$ cat src/rtl/meas_pkg.sv
// Shared types and constants for the measurement frame transmitter.
package meas_pkg;

  // Frame serialiser states
  typedef enum logic [2:0] {
    StIdle,
    StLoad,
    StSend,
    StWait,
    StDone
  } state_e;

  localparam int unsigned CSUM_W      = 8;
  localparam logic [7:0]  HDR_DEFAULT = 8'hA5;

endpackage

$ cat src/rtl/meas_rec_fifo.sv
// Synchronous record FIFO with registered read data and occupancy output.
module meas_rec_fifo #(
  parameter int unsigned WIDTH = 64,
  parameter int unsigned DEPTH = 4
) (
  input  logic                     clk,
  input  logic                     rst_n,
  input  logic                     push,
  input  logic                     pop,
  input  logic [WIDTH-1:0]         wr_data,
  output logic [WIDTH-1:0]         rd_data,
  output logic                     full,
  output logic                     empty,
  output logic [$clog2(DEPTH):0]   level
);

  localparam int unsigned AW = $clog2(DEPTH);

  logic [WIDTH-1:0] mem [DEPTH];
  logic [AW:0]      wr_ptr;
  logic [AW:0]      rd_ptr;
  logic             do_push;
  logic             do_pop;

  // Extra pointer MSB distinguishes full from empty when the index bits match
  assign full    = (wr_ptr[AW] != rd_ptr[AW]) && (wr_ptr[AW-1:0] == rd_ptr[AW-1:0]);
  assign empty   = (wr_ptr == rd_ptr);
  assign level   = wr_ptr - rd_ptr;
  assign do_push = push && !full;
  assign do_pop  = pop && !empty;

  // Pointer and read-data registers
  always_ff @(posedge clk) begin
    if (!rst_n) begin
      wr_ptr  <= '0;
      rd_ptr  <= '0;
      rd_data <= '0;
    end else begin
      if (do_push) wr_ptr <= wr_ptr + (AW+1)'(1);
      if (do_pop) begin
        rd_ptr  <= rd_ptr + (AW+1)'(1);
        rd_data <= mem[rd_ptr[AW-1:0]];
      end
    end
  end

  // Storage array, no reset needed
  always_ff @(posedge clk) begin
    if (do_push) mem[wr_ptr[AW-1:0]] <= wr_data;
  end

endmodule

$ cat src/rtl/meas_frame_tx.sv
// Buffers measurement records and serialises each as [HDR][data MSB-first][~CSUM]
// to a byte UART using its enable/busy handshake.
module meas_frame_tx
  import meas_pkg::*;
#(
  parameter int unsigned REC_BYTES = 8,
  parameter int unsigned DEPTH     = 4,
  parameter bit          HDR_EN    = 1'b1,
  parameter logic [7:0]  HDR_BYTE  = HDR_DEFAULT,
  parameter bit          CSUM_EN   = 1'b1,
  parameter int unsigned BUSY_TO   = 16
) (
  input  logic                       sys_clk,
  input  logic                       sys_rst_n,
  input  logic                       rec_valid,
  input  logic [REC_BYTES*8-1:0]     rec_data,
  output logic                       rec_ready,
  output logic [7:0]                 tx_byte,
  output logic                       tx_en,
  input  logic                       tx_busy,
  output logic                       frame_done,
  output logic [$clog2(DEPTH):0]     fifo_level,
  output logic [15:0]                overflow_cnt
);

  localparam int unsigned REC_W  = REC_BYTES * 8;
  localparam int unsigned NBYTES = REC_BYTES + (HDR_EN ? 1 : 0) + (CSUM_EN ? 1 : 0);
  localparam int unsigned IDX_W  = $clog2(NBYTES + 1);
  localparam int unsigned TO_W   = $clog2(BUSY_TO + 1);

  state_e             state_q, state_d;
  logic [REC_W-1:0]   shreg_q, shreg_d;
  logic [CSUM_W-1:0]  csum_q, csum_d;
  logic [IDX_W-1:0]   idx_q, idx_d;
  logic [TO_W-1:0]    to_q, to_d;
  logic               seen_q, seen_d;
  logic [7:0]         tx_byte_d;
  logic               tx_en_d;
  logic               byte_sent;
  logic               last_byte;

  logic               fifo_full;
  logic               fifo_empty;
  logic               fifo_pop;
  logic [REC_W-1:0]   fifo_rd_data;

  meas_rec_fifo #(
    .WIDTH (REC_W),
    .DEPTH (DEPTH)
  ) u_fifo (
    .clk     (sys_clk),
    .rst_n   (sys_rst_n),
    .push    (rec_valid),
    .pop     (fifo_pop),
    .wr_data (rec_data),
    .rd_data (fifo_rd_data),
    .full    (fifo_full),
    .empty   (fifo_empty),
    .level   (fifo_level)
  );

  // Readiness comes from registered pointers, so a same-cycle pop never frees a slot early
  assign rec_ready  = !fifo_full;
  assign fifo_pop   = (state_q == StIdle) && !fifo_empty && !tx_busy;
  assign frame_done = (state_q == StDone);
  assign last_byte  = (idx_q == IDX_W'(NBYTES - 1));

  // Saturating count of records offered while full
  always_ff @(posedge sys_clk) begin
    if (!sys_rst_n) begin
      overflow_cnt <= '0;
    end else if (rec_valid && fifo_full && (overflow_cnt != 16'hFFFF)) begin
      overflow_cnt <= overflow_cnt + 16'd1;
    end
  end

  // FSM state and datapath registers
  always_ff @(posedge sys_clk) begin
    if (!sys_rst_n) begin
      state_q <= StIdle;
      shreg_q <= '0;
      csum_q  <= '0;
      idx_q   <= '0;
      to_q    <= '0;
      seen_q  <= 1'b0;
      tx_byte <= '0;
      tx_en   <= 1'b0;
    end else begin
      state_q <= state_d;
      shreg_q <= shreg_d;
      csum_q  <= csum_d;
      idx_q   <= idx_d;
      to_q    <= to_d;
      seen_q  <= seen_d;
      tx_byte <= tx_byte_d;
      tx_en   <= tx_en_d;
    end
  end

  // Next-state and datapath logic
  always_comb begin
    state_d   = state_q;
    shreg_d   = shreg_q;
    csum_d    = csum_q;
    idx_d     = idx_q;
    to_d      = to_q;
    seen_d    = seen_q;
    tx_byte_d = tx_byte;
    tx_en_d   = 1'b0;
    byte_sent = 1'b0;
    unique case (state_q)
      StIdle: begin
        if (fifo_pop) state_d = StLoad;
      end
      StLoad: begin
        // FIFO read data is registered: valid now, one cycle after the pop
        shreg_d = fifo_rd_data;
        csum_d  = '0;
        idx_d   = '0;
        state_d = StSend;
      end
      StSend: begin
        if (!tx_busy) begin
          tx_en_d = 1'b1;
          to_d    = '0;
          seen_d  = 1'b0;
          state_d = StWait;
          if (HDR_EN && (idx_q == '0)) begin
            tx_byte_d = HDR_BYTE;
          end else if (CSUM_EN && last_byte) begin
            tx_byte_d = ~csum_q;
          end else begin
            tx_byte_d = shreg_q[REC_W-1 -: 8];
            csum_d    = csum_q + shreg_q[REC_W-1 -: 8];
            shreg_d   = shreg_q << 8;
          end
        end
      end
      StWait: begin
        // Byte is complete on busy fall, or on timeout if busy never rose
        if (seen_q) begin
          byte_sent = !tx_busy;
        end else if (tx_busy) begin
          seen_d = 1'b1;
        end else if (to_q == TO_W'(BUSY_TO - 1)) begin
          byte_sent = 1'b1;
        end else begin
          to_d = to_q + TO_W'(1);
        end
        if (byte_sent) begin
          if (last_byte) begin
            state_d = StDone;
          end else begin
            idx_d   = idx_q + IDX_W'(1);
            state_d = StSend;
          end
        end
      end
      StDone: begin
        state_d = StIdle;
      end
      default: state_d = StIdle;
    endcase
  end

endmodule
$ cat config.mk
export PLATFORM = sky130hd
export DESIGN_NAME = meas_frame_tx
export DESIGN_NICKNAME = d
export VERILOG_FILES = /design/src/rtl/meas_pkg.sv /design/src/rtl/meas_rec_fifo.sv /design/src/rtl/meas_frame_tx.sv
export SDC_FILE = /design/constraint.sdc
export NUM_CORES = 1
export LEC_CHECK = 0
export ABC_AREA = 1
export CAP_MARGIN = 25
export CORE_UTILIZATION = 50
export DETAILED_ROUTE_END_ITERATION = 6
export HOLD_SLACK_MARGIN = 0.08
export PLACE_DENSITY = 0.74
export SLEW_MARGIN = 20
export SYNTH_ARGS = -nofsm -noshare
export SYNTH_HDL_FRONTEND = slang
export SYNTH_SLANG_ARGS = --single-unit
$ cat constraint.sdc
create_clock -name sys_clk -period 6.41 [get_ports sys_clk]
set_clock_uncertainty 0.2 [all_clocks]
set_input_delay 1.282 -clock sys_clk [delete_from_list [all_inputs] [get_ports sys_clk]]
set_output_delay 1.282 -clock sys_clk [all_outputs]
set_load 0.1 [all_outputs]
## Yosys cells after proc, flatten, opt, wreduce, memory -nomap -nowiden

Memory sizes are Yosys's and may differ from the RTL's. A register that Yosys moved wholly into a read port is not among the register bits.
Index checks and enable logic that the tools add are counted.

- $add $sub $neg: 7
- Mux-type cells: 34
- Bitwise gates (word level): 2
- Eq/ne operators: 19
- Reduce and logical (&&, ||, !) cells: 23

Operators with widths:

| operator | count |
|---|---|
| $mux W64 | 3 |
| $pmux W64 S2 | 1 |
| $mux W8 | 5 |
| $mux W5 | 4 |
| $add A16 B1 Y16 const B | 1 |
| $ne A16 B16 Y1 const B | 1 |
| $ne A2 B2 Y1 const B | 8 |
| $pmux W8 S2 | 1 |
| $mux W3 | 4 |
| $pmux W3 S4 | 1 |
| $mux W1 | 10 |
| $pmux W5 S2 | 1 |
| $add A8 B8 Y8 | 1 |
| $mux W4 | 2 |
| $not A8 Y8 | 1 |
| $pmux W4 S2 | 1 |
| $logic_and A1 B1 Y1 | 7 |
| $add A3 B1 Y3 const B | 2 |
| $eq A3 B2 Y1 const B | 2 |
| $reduce_and A2 Y1 | 3 |
| $reduce_and A3 Y1 | 2 |
| $reduce_bool A2 Y1 | 3 |
| $add A5 B1 Y5 const B | 1 |
| $eq A5 B4 Y1 const B | 1 |
| other kinds (16) | 19 |

- Logic and storage cells: 97
- Register bits: 116
- Memory bits (writable): 256
- Input port bits: 68
- Memories kept: 1

Memories:

| name | depth | width | read ports | clocked after Yosys merged registers in | wr ports | RTL line | text |
|---|---|---|---|---|---|---|---|
| u_fifo.mem | 4 | 64 | 1 | 1 | 1 | meas_rec_fifo.sv:19 | `logic [WIDTH-1:0] mem [DEPTH];` |

## Depth between registers and ports, before layout

- Depth in word-level cells: 7
- Mapped depth: 12
- Gate-level depth less buffers: 12

## By module

Synthesis repeated with hierarchy kept, for this count alone.

- Cells, all modules: 2281
- Area total of the unflattened synthesis: 19088.3 um2

By module, submodules not included:

| module | area an instance (um2) | times used | cells each |
|---|---|---|---|
| meas_rec_fifo | 13466.7 | 1 | 1414 |
| meas_frame_tx | 5621.6 | 1 | 867 |

## Worst setup path after synthesis

No wires, ideal clock.

- Path type: register to register
- From: register u_fifo.rd_ptr[1]
- To: memory u_fifo.mem[3][0] (enable)
- Stages on the path, launching flop included: 8
- Period minus slack after synthesis: 5799 ps
- Setup time: 488 ps
- Setup slack: 611 ps
- Required time: 5722 ps
- Data arrival time: 5111 ps
- Cell sequence: dfxtp_1 > inv_1 > clkbuf_1 > clkbuf_1 > ha_1 > nand3_1 > nand2_1 > nor2_1

- Word-level cells in the longest chain between the ends: 6

Ends and longest elaborated chain:

| what | RTL line | text |
|---|---|---|
| start: declaration | meas_rec_fifo.sv:21 | `logic [AW:0] rd_ptr;` |
| start signal: assignment | meas_rec_fifo.sv:41 | `rd_ptr <= rd_ptr + (AW+1)'(1);` |
| $eq A2 B2 Y1 | meas_rec_fifo.sv:26 | `assign full = (wr_ptr[AW] != rd_ptr[AW]) && (wr_ptr[AW-1:0] == rd_ptr[AW-1:0]);` |
| $logic_and A1 B1 Y1 | meas_rec_fifo.sv:26 |  |
| $logic_not A1 Y1 | n/a |  |
| named net rec_ready | meas_frame_tx.sv:17 | `output logic rec_ready,` |
| $logic_and A1 B1 Y1 | meas_rec_fifo.sv:29 | `assign do_push = push && !full;` |
| $mux W1 | meas_rec_fifo.sv:49 | `if (do_push) mem[wr_ptr[AW-1:0]] <= wr_data;` |
| $mux W1 (implied by the code) | meas_rec_fifo.sv:49 |  |
| end: declaration | meas_rec_fifo.sv:19 |  |

The timed path passes the listed nets, and every way through them passes these cells.

## Worst setup path in the final report

- From: register u_fifo.rd_ptr[1]
- To: output fifo_level[1]

- Word-level cells in the longest chain between the ends: 1

Ends and longest elaborated chain:

| what | RTL line | text |
|---|---|---|
| $sub A3 B3 Y3 | meas_rec_fifo.sv:28 | `assign level = wr_ptr - rd_ptr;` |
| end: declaration | meas_frame_tx.sv:22 | `output logic [$clog2(DEPTH):0] fifo_level,` |

Every way passes these cells.

==> results.md <==
| Item | Value |
|---|---|
| Outcome | finished, final reports clean |
| R2r setup slk | 2930 ps |
| Count of final hold-check violations | 0 |
| Arr. time, crit path | 3140 ps |
| Ys Warns | 0 |
| Met2 Resource Use GR | 37.3% |
| Inst Count DP | 2,268 |
| Cts-stage hold buffer count | 0 |
| Type of destination of the critical path | output pin |
| Number of design-rule violations left by the first detailed-router iteration | 891 |
| Clock latency reported for the late side of the worst-skew pair | 550 ps |
| Required time reported for the critical path endpoint | 4930 ps |
| Worst VDD drop | 0.292 mV |
| Path type of the worst setup path | flop to output pin |
| Proportion of synthesized flip-flops having asynchronous set or reset | 0% |
| Number of flops mapped to enable cells by yosys | 256 |
| Slew @ Worst Pin | 1070 ps |
| Arithmetic-cell share of the synthesized area counting full adders, half adders and majority gates | 1.66% |
| Number of top-level design ports | 98 |
| Final RePlAce weighted congestion | 0.845 |
| Area growth from synthesis to final layout | 15.3% |
| Library cell contributing the largest single delay on the critical path | sky130_fd_sc_hd__clkdlybuf4s50_1 |
| Number of synthesized register bits | 436 |
| Total detailed-routing wirelength | 37.9 mm |
| Critical Path Max Stage Delay | 1120 ps |
| WHS | 251 ps |
| Total clock buffers created by CTS | 45 |
| GRT Max-Usage Layer | met2 |
| Internal Dissipation | 5.45 mW |
| Number of max-slew violations in the final report | 0 |
| Synth top area share | 43.9% |
| Buffer count from post-CTS setup fixing | 0 |
| Post-synthesis cell type with the largest combined area | sky130_fd_sc_hd__edfxtp_1 |
| Number of nets still failing antenna checks after routing | 0 |
| RSZ-0062 raised after global routing | no |
| Time the worst path needs with I/O delays and setup | 4620 ps |
| Fraction of power consumed by combinational cells | 26.8% |
| Area of the die | 0.0358 sq mm |
| Pwr dens | 408 mW/mm^2 |
| Synth Instances | 1,799 |
| Average footprint of a synthesized cell | 9.73 sq um |
| Count of clock tree sinks | 436 |
| Sw frac | 33.8% |
| Number of nets produced by synthesis | 1,889 |
| Sequential share of power | 43.3% |
| Antenna cell count | 0 |
| Final setup violation count | 0 |
| Die height | 189 um |
| Final cell count without fillers | 2,351 |
| Final TNS setup | 0 ps |
| Residual overflow from global routing | 0 |
| Die W | 189 um |
| Fmax | 216 MHz |
| Min-delay worst type | flop to flop |
| Area used by sequential logic in the layout | 0.0113 sq mm |
| Netlist Area Pre-Place | 0.0175 sq mm |
| Area share of and/or/nand/nor cells after synthesis | 17.0% |
| Tot GR Track Use | 21.4% |
| Slew HR | 28.6% |
| Largest fanout on the critical path | 67 |
| Clock power frac | 29.9% |
| Proportion of synthesized area in mux cells | 0% |
| Remaining design rule violation count | 0 |
| Wire length of the first global-routing pass | 61.5 mm |
| Unique masters post-synth | 33 |
| Largest net degree at the start of global routing | 93 |
| Detail-routed net length per standard cell | 16.1 um |
| H-tree depth reported by CTS | 2 |
| Count of TritonRoute iterations in the first routing pass | 5 |
| Via count of the first global-routing pass | 12,100 |
| Synth top area cells | sky130_fd_sc_hd__edfxtp_1, sky130_fd_sc_hd__dfxtp_1, sky130_fd_sc_hd__nor2_1 |
| Part of the Yosys area used for sequential elements | 64.5% |
| Filler cell count | 2,886 |
| Core region area | 0.0345 sq mm |
| Fraction of synthesized cell area in xor and xnor cells | 0.751% |
| Combinational family with the most area after synthesis | simple AND/OR/NAND/NOR gates |
| Number of I/O port buffers | 97 |
| Cell at the root of the clock tree | sky130_fd_sc_hd__clkbuf_16 |
| Area of the multi-input gates | 0.00556 sq mm |
| Starting Density | 50.8% |
| Crit path launch type | flop |
| CTS tree | built |
| Sw power | 2.78 mW |
| Antenna violations before repair | 0 |
| Area fraction in compound gates after synthesis | 12.1% |
| Dominant synthesized flop cell | sky130_fd_sc_hd__edfxtp_1 |
| Final #Nets | 1,950 |
| Clock transition at the registers of the reported paths | 60 ps |
| Fraction of layout cells with a size suffix above 1 | 5.91% |
| Dpl hpwl | 21.5 mm |
| Vias per Instance | 5.39 |
| Total vias in the final route | 12,700 |
| Post-cts repair resize count | 0 |
| Met3 demand-to-capacity share in global routing | 2.85% |
| Critical path cell sequence | buf_4 -> fa_1 -> inv_1 -> clkdlybuf4s50_1 |
| Global routing met1 resource utilization | 27.9% |
| Lkg Pwr | 7.34 nW |
| Share of the cycle needed by the critical path after routing | 72.1% |
| Cell row count | 68 |
| # Max-Cap Violations | 0 |
| Largest buffer count on any clock path | 3 |
## cell type report
class                   instances  area share, %
clock inverters                19          0.651
flip-flops and latches        436           56.0
clock buffers                  64           6.24
well taps                     455           2.82
multi-input cells            1200           27.5
repair buffers                117           5.65
inverters                      60           1.12
## cell usage in the layout, fill, tap and decap left out, types with 3 or more instances in the layout
| cell | Yosys | layout |
|---|---|---|
| sky130_fd_sc_hd__nor2_1 | 404 | 400 |
| sky130_fd_sc_hd__nand2_1 | 307 | 306 |
| sky130_fd_sc_hd__edfxtp_1 | 256 | 256 |
| sky130_fd_sc_hd__o21ai_0 | 234 | 234 |
| sky130_fd_sc_hd__dfxtp_1 | 180 | 178 |
| sky130_fd_sc_hd__clkdlybuf4s50_1 | 0 | 95 |
| sky130_fd_sc_hd__o22ai_1 | 64 | 64 |
| sky130_fd_sc_hd__a21oi_1 | 53 | 53 |
| sky130_fd_sc_hd__inv_1 | 54 | 52 |
| sky130_fd_sc_hd__clkbuf_16 | 0 | 47 |
| sky130_fd_sc_hd__o21ai_1 | 39 | 39 |
| sky130_fd_sc_hd__nand3_1 | 29 | 28 |
| sky130_fd_sc_hd__ha_1 | 20 | 20 |
| sky130_fd_sc_hd__buf_4 | 3 | 20 |
| sky130_fd_sc_hd__clkbuf_1 | 75 | 15 |
| sky130_fd_sc_hd__clkinv_2 | 0 | 10 |
| sky130_fd_sc_hd__xor2_1 | 8 | 8 |
| sky130_fd_sc_hd__clkinv_1 | 2 | 8 |
| sky130_fd_sc_hd__nor3_1 | 7 | 7 |
| sky130_fd_sc_hd__xnor2_1 | 7 | 7 |
| sky130_fd_sc_hd__nor2_4 | 3 | 7 |
| sky130_fd_sc_hd__inv_2 | 4 | 5 |
| sky130_fd_sc_hd__nand2_2 | 3 | 4 |
| sky130_fd_sc_hd__nand4_1 | 4 | 4 |
| sky130_fd_sc_hd__o221a_2 | 4 | 4 |
| sky130_fd_sc_hd__nand3b_1 | 3 | 3 |
| sky130_fd_sc_hd__o211ai_1 | 3 | 3 |
## worst max-delay path: cells and delay by family, from the launching register on
family	cells	cell delay [ps]
buffers and inverters	3	1770
adder cells (fa/ha/maj)	1	510
flip-flops	1	310
## power by group through the flow
stage / Clock (mW) / Sequential [mW] / Combinational [mW]
finish: 2.46 / 3.57 / 2.21
global route: 2.62 / 3.61 / 2.49
CTS: 2.50 / 3.57 / 2.22
detailed placement: 0 / 3.63 / 2.21
global placement: 0 / 3.61 / 2.16
floorplan: 0 / 3.62 / 1.64
## logic make-up after synthesis
logic type / after synthesis
simple gates: 764
flops: 436
compound gates: 399
buf+inv: 163
fa+ha+maj: 22
xor+xnor: 15
## per-layer routing
metal  wire length [um]  vias up
li1                   -     6241
met1              16500     6042
met2              18500      325
met3               2010       69
met4                899        0
met5                  0        -
## stage by stage
step	instance area (sq um)	utilization, %	setup slack, ps	total power [mW]
finish	20200	58.6	1790	8.23
global route	20200	58.6	1670	8.72
CTS	20200	58.6	1750	8.29
detailed placement	18800	54.5	2320	5.83
global placement	18800	54.5	2280	5.76
floorplan	17500	-	611	5.26
## cell usage after synthesis, types with 8 or more instances
cell type / instances
sky130_fd_sc_hd__nor2_1: 404
sky130_fd_sc_hd__o22ai_1: 64
sky130_fd_sc_hd__o21ai_0: 234
sky130_fd_sc_hd__inv_1: 54
sky130_fd_sc_hd__dfxtp_1: 180
sky130_fd_sc_hd__xor2_1: 8
sky130_fd_sc_hd__nand2_1: 307
sky130_fd_sc_hd__ha_1: 20
sky130_fd_sc_hd__nand3_1: 29
sky130_fd_sc_hd__buf_2: 20
sky130_fd_sc_hd__edfxtp_1: 256
sky130_fd_sc_hd__a21oi_1: 53
sky130_fd_sc_hd__clkbuf_1: 75
sky130_fd_sc_hd__o21ai_1: 39
## worst paths after layout
kind | from | endpoint | cells past startpoint
worst max-delay path | u_fifo.rd_ptr[1] | fifo_level[1] | 4
worst max register to register | u_fifo.rd_ptr[1] | u_fifo.mem[0][61] | 7
worst min-delay path | shreg_q[11] | shreg_q[11] | 2
worst min register to register | shreg_q[11] | shreg_q[11] | 2
## flip-flops by register name (all words and copies together), names as in the netlist, 4 cells and up
register,flops
idx_q,4
overflow_cnt,16
u_fifo.mem,256
to_q,5
csum_q,8
u_fifo.rd_data,64
shreg_q,64
tx_byte,8
Power figures use the tool's default switching activity.
==> patch (config.mk and constraints unchanged) <==
`DEPTH` is set to 4 in 2 places; all go to 8.
--- a/src/rtl/meas_rec_fifo.sv
+++ b/src/rtl/meas_rec_fifo.sv
@@ -2,5 +2,5 @@
 module meas_rec_fifo #(
   parameter int unsigned WIDTH = 64,
-  parameter int unsigned DEPTH = 4
+  parameter int unsigned DEPTH = 8
 ) (
   input  logic                     clk,
--- a/src/rtl/meas_frame_tx.sv
+++ b/src/rtl/meas_frame_tx.sv
@@ -5,5 +5,5 @@
 #(
   parameter int unsigned REC_BYTES = 8,
-  parameter int unsigned DEPTH     = 4,
+  parameter int unsigned DEPTH     = 8,
   parameter bit          HDR_EN    = 1'b1,
   parameter logic [7:0]  HDR_BYTE  = HDR_DEFAULT,
Interface: changed (resized fifo_level); port bits go from 98 to 99. The function was not compared with the original's and may differ.
==> patch against the unedited design <==
Final area grew 57%; highest routed layer is now met5; utilization decreased by 1.2 points; sequential cell count is 258 higher; setup slack lost 0.47 ns; critical path depth increased by 2; routed wire length increased by 66%; area after synthesis increased by 60%; power grew 45%.
==> patch: results (changes against the unedited design) <==
status=complete, no violations (unchanged); CTS buffer count=69 (was 45); worst skew pair latency=0.60 ns (was 0.55 ns); routed len/inst=18.2 um (was 16.1 um); Reg clk slew, reported paths=0.06 ns (about the same); first-pass GRT wire length=99500 um (was 61500 um); Vias/cell=5.59 (was 5.39); Resized Gates After CTS=0 (unchanged); Crit Path Max Fanout=82 (was 67); I/O Buffers=98 (was 97); syn_nets=2705 (was 1889); number of flops mapped to enable cells by yosys=512 (was 256); Max-slew headroom=0.305 (was 0.286); syn avg cell area=10.7 um^2 (was 9.73 um^2); post-CTS setup buffer count=0 (unchanged); initial drt markers=1681 (was 891); Leak=11.4 nW (was 7.34 nW); total global-route track usage=0.222 (was 0.214); largest net degree at the start of global routing=113 (was 93); YS warnings=0 (unchanged); Unique masters post-synth=42 (was 33); crit path DAT=3.61 ns (was 3.14 ns); via count=19300 (was 12700); most instantiated cells after synthesis=512 x edfxtp_1, 453 x nor2_1, 402 x nand2_1 (was 404 x nor2_1, 307 x nand2_1, 256 x edfxtp_1); post-synthesis sequential area ratio=0.677 (was 0.645); Final Wtd Congestion=0.840 (was 0.845); min-delay worst type=reg2reg (unchanged); initial antenna violation count=3 (was 0); final worst slack=1.32 ns (was 1.79 ns); async set-or-reset flop fraction in the synthesized netlist=0 (unchanged); H-tree depth=3 (was 2); hpwl dp=33800 um (was 21500 um); Max rail drop VDD=0.209 mV (was 0.292 mV); CTS root buf=clkbuf_16 (unchanged); r2r setup slk=2.27 ns (was 2.93 ns); pre-CTS setup slack=1.91 ns (was 2.32 ns); layout cells sized above 1=0.0606 (was 0.0591); largest cells by area after synthesis=edfxtp_1 55%, dfxtp_1 13%, nor2_1 6.1%, o21ai_0 6.0%, nand2_1 5.4% (was edfxtp_1 44%, dfxtp_1 21%, nor2_1 8.7%, o21ai_0 6.7%, nand2_1 6.6%); Fill cells=4464 (was 2886); TritonRoute pass-1 iters=6 (was 5); placed cell count=3332 (was 2268); max reg flops=512 (was 256); Placed Area=0.0296 mm^2 (was 0.0188 mm^2); CTS Buffer Depth=3 (unchanged)
## patch: critical path, cell delays in order, from the launching register on
cell	delay, ns
dfxtp_4	0.87
inv_1	0.15
ha_1	0.32
nand2_1	0.06
o21ai_0	0.21
xor2_1	0.22
clkdlybuf4s50_1	1.16
## patch: logic make-up (layout without fill, tap and decap cells)
kind of cell,count (synthesis),in the layout,synth area share
other,0,3,0
flip-flops,694,694,0.677
XOR/XNOR,17,17,0.00530
AO/OA/AOI/OAI,691,691,0.135
buffers and inverters,267,357,0.0423
AND/OR/NAND/NOR,928,928,0.131
adder cells (fa/ha/maj),20,20,0.00945
## patch: layout make-up
class	count	area share
repair buffers	127	0.0403
clock inverters	27	0.00619
multi-input cells	1656	0.250
inverters	107	0.0129
flip-flops and latches	694	0.600
diodes	3	0.000237
well taps	748	0.0295
clock buffers	96	0.0609
## patch: routing by layer
layer	vias up	GRT usage	wire length, um
met5	-	0	13
met4	2	0.0775	1400
met3	105	0.0363	4230
met2	684	0.368	30000
met1	9367	0.296	27200
li1	9180	-	-
## patch: worst paths after layout
path	from	end	cells after the start
max	u_fifo.rd_ptr[1]	fifo_level[3]	6
max reg2reg	u_fifo.rd_ptr[1]	u_fifo.mem[6][15]	11
min	to_q[4]	to_q[4]	2
min reg2reg	to_q[4]	to_q[4]	2
## patch: stage by stage
step / utilization / power [mW] / hold slack [ns]
floorplan: - / 7.53 / 0.245
global route: 0.573 / 12.5 / 0.297
finish: 0.573 / 11.9 / 0.274
detailed placement: 0.535 / 8.17 / 0.261
CTS: 0.573 / 12.0 / 0.270
global placement: 0.534 / 8.08 / 0.251
## patch: power by group
group	switching [mW]	internal (mW)
Clock	1.62	2.19
Combinational	1.80	0.788
Sequential	0.289	5.24
Total	3.71	8.22
